[src/rtl/l2_arbiter.sv]
// l2_arbiter: shares the unified L2 port between the L1 I-cache and D-cache miss paths.
//
// One line-granular request is granted at a time. D wins over I, but after
// STARVE_MAX back-to-back D grants with I waiting, I is forced to win. The winner's
// address (and writeback line) is latched, and the L2 strobe is held until
// l2_resp. The response goes back to the granted side only. One DRAIN cycle
// follows every transfer before the next arbitration.
//
// Ports:
//   clk, rst                  clock; synchronous active-low reset
//   i_read, i_addr            I-cache line read request (held until i_resp)
//   i_resp, i_rdata           I-side one-cycle completion and returned line
//   d_read, d_write, d_addr   D-cache read / writeback request (held until d_resp)
//   d_wdata                   D-cache writeback line
//   d_resp, d_rdata           D-side one-cycle completion and returned line
//   l2_read, l2_write         registered strobes to L2
//   l2_addr, l2_wdata         latched address / write line to L2
//   l2_resp, l2_rdata         one-cycle L2 completion and read line
//
// Optional macro L2_ARB_PERF_EN adds saturating 32-bit counters:
//   perf_i_grants, perf_d_grants, perf_wait_cycles.

module l2_arbiter #(
  parameter int unsigned ADDR_W     = 32,
  parameter int unsigned LINE_W     = 256,
  parameter int unsigned STARVE_MAX = 4
) (
  input  logic              clk,
  input  logic              rst,
  input  logic              i_read,
  input  logic [ADDR_W-1:0] i_addr,
  output logic              i_resp,
  output logic [LINE_W-1:0] i_rdata,
  input  logic              d_read,
  input  logic              d_write,
  input  logic [ADDR_W-1:0] d_addr,
  input  logic [LINE_W-1:0] d_wdata,
  output logic              d_resp,
  output logic [LINE_W-1:0] d_rdata,
  output logic              l2_read,
  output logic              l2_write,
  output logic [ADDR_W-1:0] l2_addr,
  output logic [LINE_W-1:0] l2_wdata,
  input  logic              l2_resp,
  input  logic [LINE_W-1:0] l2_rdata
`ifdef L2_ARB_PERF_EN
  ,
  output logic [31:0]       perf_i_grants,
  output logic [31:0]       perf_d_grants,
  output logic [31:0]       perf_wait_cycles
`endif
);

  localparam int unsigned StarveW = $clog2(STARVE_MAX + 1);
  localparam logic [StarveW-1:0] StarveMax = StarveW'(STARVE_MAX);

  typedef enum logic [1:0] {StIdle, StGrantI, StGrantD, StDrain} state_e;

  state_e              r_state, w_state_d;
  logic [StarveW-1:0]  r_starve, w_starve_d;
  logic                r_l2_read, w_l2_read_d;
  logic                r_l2_write, w_l2_write_d;
  logic [ADDR_W-1:0]   r_l2_addr, w_l2_addr_d;
  logic [LINE_W-1:0]   r_l2_wdata, w_l2_wdata_d;

  logic w_d_req;
  logic w_grant_d;
  logic w_grant_i;
  logic w_done;

  always_comb begin
    w_d_req   = d_read | d_write;
    w_grant_d = (r_state == StIdle) && w_d_req && (!i_read || (r_starve < StarveMax));
    w_grant_i = (r_state == StIdle) && !w_grant_d && i_read;
    w_done    = ((r_state == StGrantI) || (r_state == StGrantD)) && l2_resp;
  end

  // Next-state, latched operation and starve counter
  always_comb begin
    w_state_d    = r_state;
    w_starve_d   = r_starve;
    w_l2_read_d  = r_l2_read;
    w_l2_write_d = r_l2_write;
    w_l2_addr_d  = r_l2_addr;
    w_l2_wdata_d = r_l2_wdata;

    unique case (r_state)
      StIdle: begin
        if (w_grant_d) begin
          w_state_d    = StGrantD;
          // A simultaneous read and write is treated as the write alone
          w_l2_write_d = d_write;
          w_l2_read_d  = !d_write;
          w_l2_addr_d  = d_addr;
          if (d_write) begin
            w_l2_wdata_d = d_wdata;
          end
        end else if (w_grant_i) begin
          w_state_d    = StGrantI;
          w_l2_read_d  = 1'b1;
          w_l2_write_d = 1'b0;
          w_l2_addr_d  = i_addr;
        end
      end
      StGrantI, StGrantD: begin
        if (l2_resp) begin
          w_state_d    = StDrain;
          w_l2_read_d  = 1'b0;
          w_l2_write_d = 1'b0;
        end
      end
      StDrain: begin
        w_state_d = StIdle;
      end
      default: begin
        w_state_d = StIdle;
      end
    endcase

    if (w_grant_i) begin
      w_starve_d = '0;
    end else if (w_grant_d && i_read) begin
      if (r_starve != StarveMax) begin
        w_starve_d = r_starve + 1'b1;
      end
    end else if ((r_state == StIdle) && !i_read) begin
      w_starve_d = '0;
    end
  end

  always_ff @(posedge clk) begin
    if (!rst) begin
      r_state    <= StIdle;
      r_starve   <= '0;
      r_l2_read  <= 1'b0;
      r_l2_write <= 1'b0;
      r_l2_addr  <= '0;
      r_l2_wdata <= '0;
    end else begin
      r_state    <= w_state_d;
      r_starve   <= w_starve_d;
      r_l2_read  <= w_l2_read_d;
      r_l2_write <= w_l2_write_d;
      r_l2_addr  <= w_l2_addr_d;
      r_l2_wdata <= w_l2_wdata_d;
    end
  end

  // Responses are combinational off l2_resp; gated by rst so reset forces them low
  always_comb begin
    i_resp   = rst && w_done && (r_state == StGrantI);
    d_resp   = rst && w_done && (r_state == StGrantD);
    i_rdata  = (i_resp && r_l2_read) ? l2_rdata : '0;
    d_rdata  = (d_resp && r_l2_read) ? l2_rdata : '0;
    l2_read  = r_l2_read;
    l2_write = r_l2_write;
    l2_addr  = r_l2_addr;
    l2_wdata = r_l2_wdata;
  end

`ifdef L2_ARB_PERF_EN
  logic [31:0] r_perf_i, r_perf_d, r_perf_wait;
  logic        w_any_req;

  always_comb begin
    w_any_req = i_read | d_read | d_write;
  end

  always_ff @(posedge clk) begin
    if (!rst) begin
      r_perf_i    <= '0;
      r_perf_d    <= '0;
      r_perf_wait <= '0;
    end else begin
      if (w_grant_i && (r_perf_i != '1)) begin
        r_perf_i <= r_perf_i + 32'd1;
      end
      if (w_grant_d && (r_perf_d != '1)) begin
        r_perf_d <= r_perf_d + 32'd1;
      end
      if (w_any_req && (r_state != StIdle) && (r_perf_wait != '1)) begin
        r_perf_wait <= r_perf_wait + 32'd1;
      end
    end
  end

  always_comb begin
    perf_i_grants    = r_perf_i;
    perf_d_grants    = r_perf_d;
    perf_wait_cycles = r_perf_wait;
  end
`endif

endmodule

[config.mk]
export PLATFORM = sky130hd
export DESIGN_NAME = l2_arbiter
export DESIGN_NICKNAME = d
export VERILOG_FILES = /design/src/rtl/l2_arbiter.sv
export SDC_FILE = /design/constraint.sdc
export NUM_CORES = 1
export LEC_CHECK = 0
export CORE_AREA = 2 2 535 537
export DETAILED_ROUTE_END_ITERATION = 8
export DIE_AREA = 0 0 537 539
export GPL_TIMING_DRIVEN = 0
export PLACE_DENSITY = 0.35
export SLEW_MARGIN = 15
export SYNTH_ARGS = -nofsm -noshare
export SYNTH_HDL_FRONTEND = slang
export SYNTH_SLANG_ARGS = --single-unit
[constraint.sdc]
create_clock -name clk -period 2.47 [get_ports clk]
set_clock_uncertainty 0.1 [all_clocks]
set_input_delay 0.3705 -clock clk [delete_from_list [all_inputs] [get_ports clk]]
set_output_delay 0.3705 -clock clk [all_outputs]
set_load 0.01 [all_outputs]
==> flow_summary.yaml <==
detailed_routing:
  wire_per_inst_um: 32.9
  drt_iter0_markers: 1260
  first_pass_iters: 8
  drt.antenna.violating_nets: 0
  drc: 0
  vias: 24159
  viasPerCell: 3.26
  drt_wl_total_um: 244000
die:
  ios: 1386
  die_x_um: 537
  die_area_um2: 289000
  core_area_um2: 284000
  fp.dieH_um: 539
  start_util: 0.0541
  row_count: 196
clock_network:
  tritoncts: "built"
  clk_latency_ns: 0.59
  cts-root-buf: "clkbuf_16"
  path_clk_slew_ns: 0.06
  clock-sinks: 295
  ctsHoldBuffers: 0
  numCtsBuffers: 41
  h-tree-depth: 2
  clock_path_buffers: 3
sta:
  fin_ws_ns: -0.691
  rsz0062_at_grt: "yes"
  relSlewSlack: 0.269
  setup-violations-final: 517
  fmax_ghz: 0.316
  min_period_over_period: 1.28
  finalHoldViolCount: 0
  min_period_ns: 3.16
  slew_violations: 0
  tightest_slew_ns: 1.10
  fin_setup_tns_ns: -249.23
setup_path:
  worstPathRequired_ns: 2.00
  end_kind: "output port"
  path_max_fanout: 7
  r2r_cells: 8
  rr_endpoint: "l2_wdata[183]"
  setup.worst_path.start_class: "register"
  worst_r2r_startpoint: "r_state[1]"
  worstSetupPathType: "reg2out"
  crit_arrival_ns: 2.69
  r2r_slack_ns: -0.24
pwr:
  leakagePower_nw: 15.4
  power.total_w: 0.0272
  clock_power_share: 0.234
  ir_drop_mv: 0.498
  pwr-share-comb: 0.534
  power.density_nw_per_um2: 698
  p_int_w: 0.0148
  pwr-share-seq: 0.233
  power.switching_w: 0.0124
  p_sw_frac: 0.456
logic_synthesis:
  synthTopCellsByArea: "dfxtp_1 38%, and3_1 21%, nand3_1 9.4%"
  synth_nets: 2624
  synth_edf_count: 0
  synth-async-reset-ratio: 0
  synth_top_area_share: 0.385
  synth_top_family_by_area: "simple AND/OR/NAND/NOR gates"
  yosysMostFrequentCell: "and3_1"
  yosys.area_share.simple: 0.309
  ys_seq_area_frac: 0.385
  synth.top_cells.by_count: "513 x and3_1, 295 x dfxtp_1, 288 x nand3_1"
  syn_avg_cell_area_um2: 7.54
  yosys-mux-area-fraction: 0.000652
  synth_xor_area_frac: 0
  synthAdderAreaFrac: 0.00489
  synth_area_um2: 15400
  synthFlopType: "dfxtp_1"
  synthDistinctLibCells: 37
  synth_cells: 2036
  synth_seq_cells: 295
  synth_compound_area_frac: 0.209
  ys_warn_count: 0
  synth_area_leader_cell: "dfxtp_1"
grt:
  grt_usage: 0.160
  grt_pass1_wl_um: 295000
  antenna_found_initial: 141
  overflow: 0
  grt_pass1_vias: 24364
  grt_max_degree: 13
cells_and_area:
  fillers: 32462
  nets: 4176
  final_util: 0.137
  syn2layout_area_growth_pct: 154
  drive_gt1_frac: 0.280
run_status:
  status: "finished with violations"
  violations: "negative setup slack"
worst_hold_path:
  hp-class: "in2reg"
  hold_path_startpoint: "d_wdata[118]"
  min_path_cells: 3
  worstHoldEndpoint: "l2_wdata[118]"
placement:
  gp_congestion: 0.974
  dp_hpwl_um: 213000
  port_buffers: 1384
run:
  max_cap_violations: 0
## worst max path at each step
stage               startpoint            to  slack (ns)  depth (start not counted)
finish              r_state[0]  i_rdata[219]       -0.69                         12
global route        r_state[1]   d_rdata[12]       -0.79                          8
CTS                 r_state[0]   d_rdata[58]       -0.86                          9
detailed placement         rst  i_rdata[225]       -1.50                          8
global placement       l2_read  i_rdata[140]       -2.12                          5
floorplan           r_state[0]  d_rdata[100]        0.33                          8
## cell families (layout without fill, tap and decap cells)
| kind of cell | after synthesis | in the layout |
|---|---|---|
| compound gates | 623 | 623 |
| fa+ha+maj | 6 | 6 |
| buf+inv | 292 | 1875 |
| flops | 295 | 295 |
| mux | 1 | 1 |
| other cells | 0 | 35 |
| simple gates | 819 | 819 |
## power groups by stage
stage / combinational, W / clock [W] / sequential, W
after floorplan: 0.00507 / 0 / 0.00660
after global placement: 0.0138 / 0 / 0.00642
after detailed placement: 0.0139 / 0 / 0.00642
after CTS: 0.0148 / 0.00662 / 0.00635
after global routing: 0.0156 / 0.00675 / 0.00642
final: 0.0145 / 0.00635 / 0.00633
## worst max-delay path, cell delays in order (launching register included)
cell and delay [ns]:
dfxtp_2 0.33, inv_2 0.05, ha_4 0.26, and3_4 0.17
and2_4 0.14, buf_12 0.15, buf_12 0.15, buf_16 0.13
buf_12 0.11, clkbuf_16 0.13, buf_12 0.10, and3_4 0.19
buf_8 0.13
## layer usage
metal / vias up / track usage / routed length [um]
li1: 10560 / - / -
met1: 11751 / 0.155 / 82400
met2: 1415 / 0.299 / 125000
met3: 405 / 0.0677 / 24700
met4: 28 / 0.0581 / 11400
met5: - / 0 / 177
## state kept, by name, summed over array words and instances (netlist names)
| signal | count |
|---|---|
| l2_addr | 32 |
| r_starve | 3 |
| r_state | 2 |
| l2_wdata | 256 |
| l2_write | 1 |
| l2_read | 1 |
## placed cells by master (no fill, tap or decap), types with 20 or more instances in the layout
master and instances:
buf_2 97, buf_12 32, buf_4 107, diode_2 35, and3_1 275, clkbuf_2 70, a31oi_1 32, a21oi_1 257
dfxtp_1 293, and3_4 237, nand3_1 288, buf_6 301, clkbuf_1 125, clkbuf_16 79, o21ai_1 42, o21ai_0 279
dlygate4sd2_1 60, buf_8 29, clkbuf_8 20, clkdlybuf4s15_1 21, clkdlybuf4s50_1 882
## final cells by class
cell class	count	area [um2]	area share
repair buffers	1516	15400	0.396
multi-input cells	1449	9240	0.237
flip-flops and latches	295	5910	0.152
well taps	3762	4710	0.121
plain buffers	276	2180	0.0558
clock buffers	61	1210	0.0311
clock inverters	13	186	0.00478
diodes	35	87.6	0.00225
inverters	9	33.8	0.000867
## through the flow
step | cell area, um2 | hold slack (ns) | cells | setup WS, ns
after CTS | 38300 | 0.130 | 7354 | -0.859
after floorplan | 15400 | 0.367 | 2036 | 0.334
after detailed placement | 34000 | 0.368 | 7184 | -1.50
after global routing | 38900 | 0.175 | 7398 | -0.787
after global placement | 33900 | 0.363 | 7182 | -2.12
final | 39000 | 0.204 | 7416 | -0.691
## timing repair
| action | 4_1_cts | 5_1_grt |
|---|---|---|
| hold endpoints to repair | 0 | 0 |
| pin swaps | 9 | 2 |
| gates cloned | 26 | 6 |
| resized for setup | 1912 | 844 |
| setup buffers | 71 | 32 |
| endpoints found under the setup margin | 733 | 597 |
Note: power is estimated with default switching activity, not from simulation.
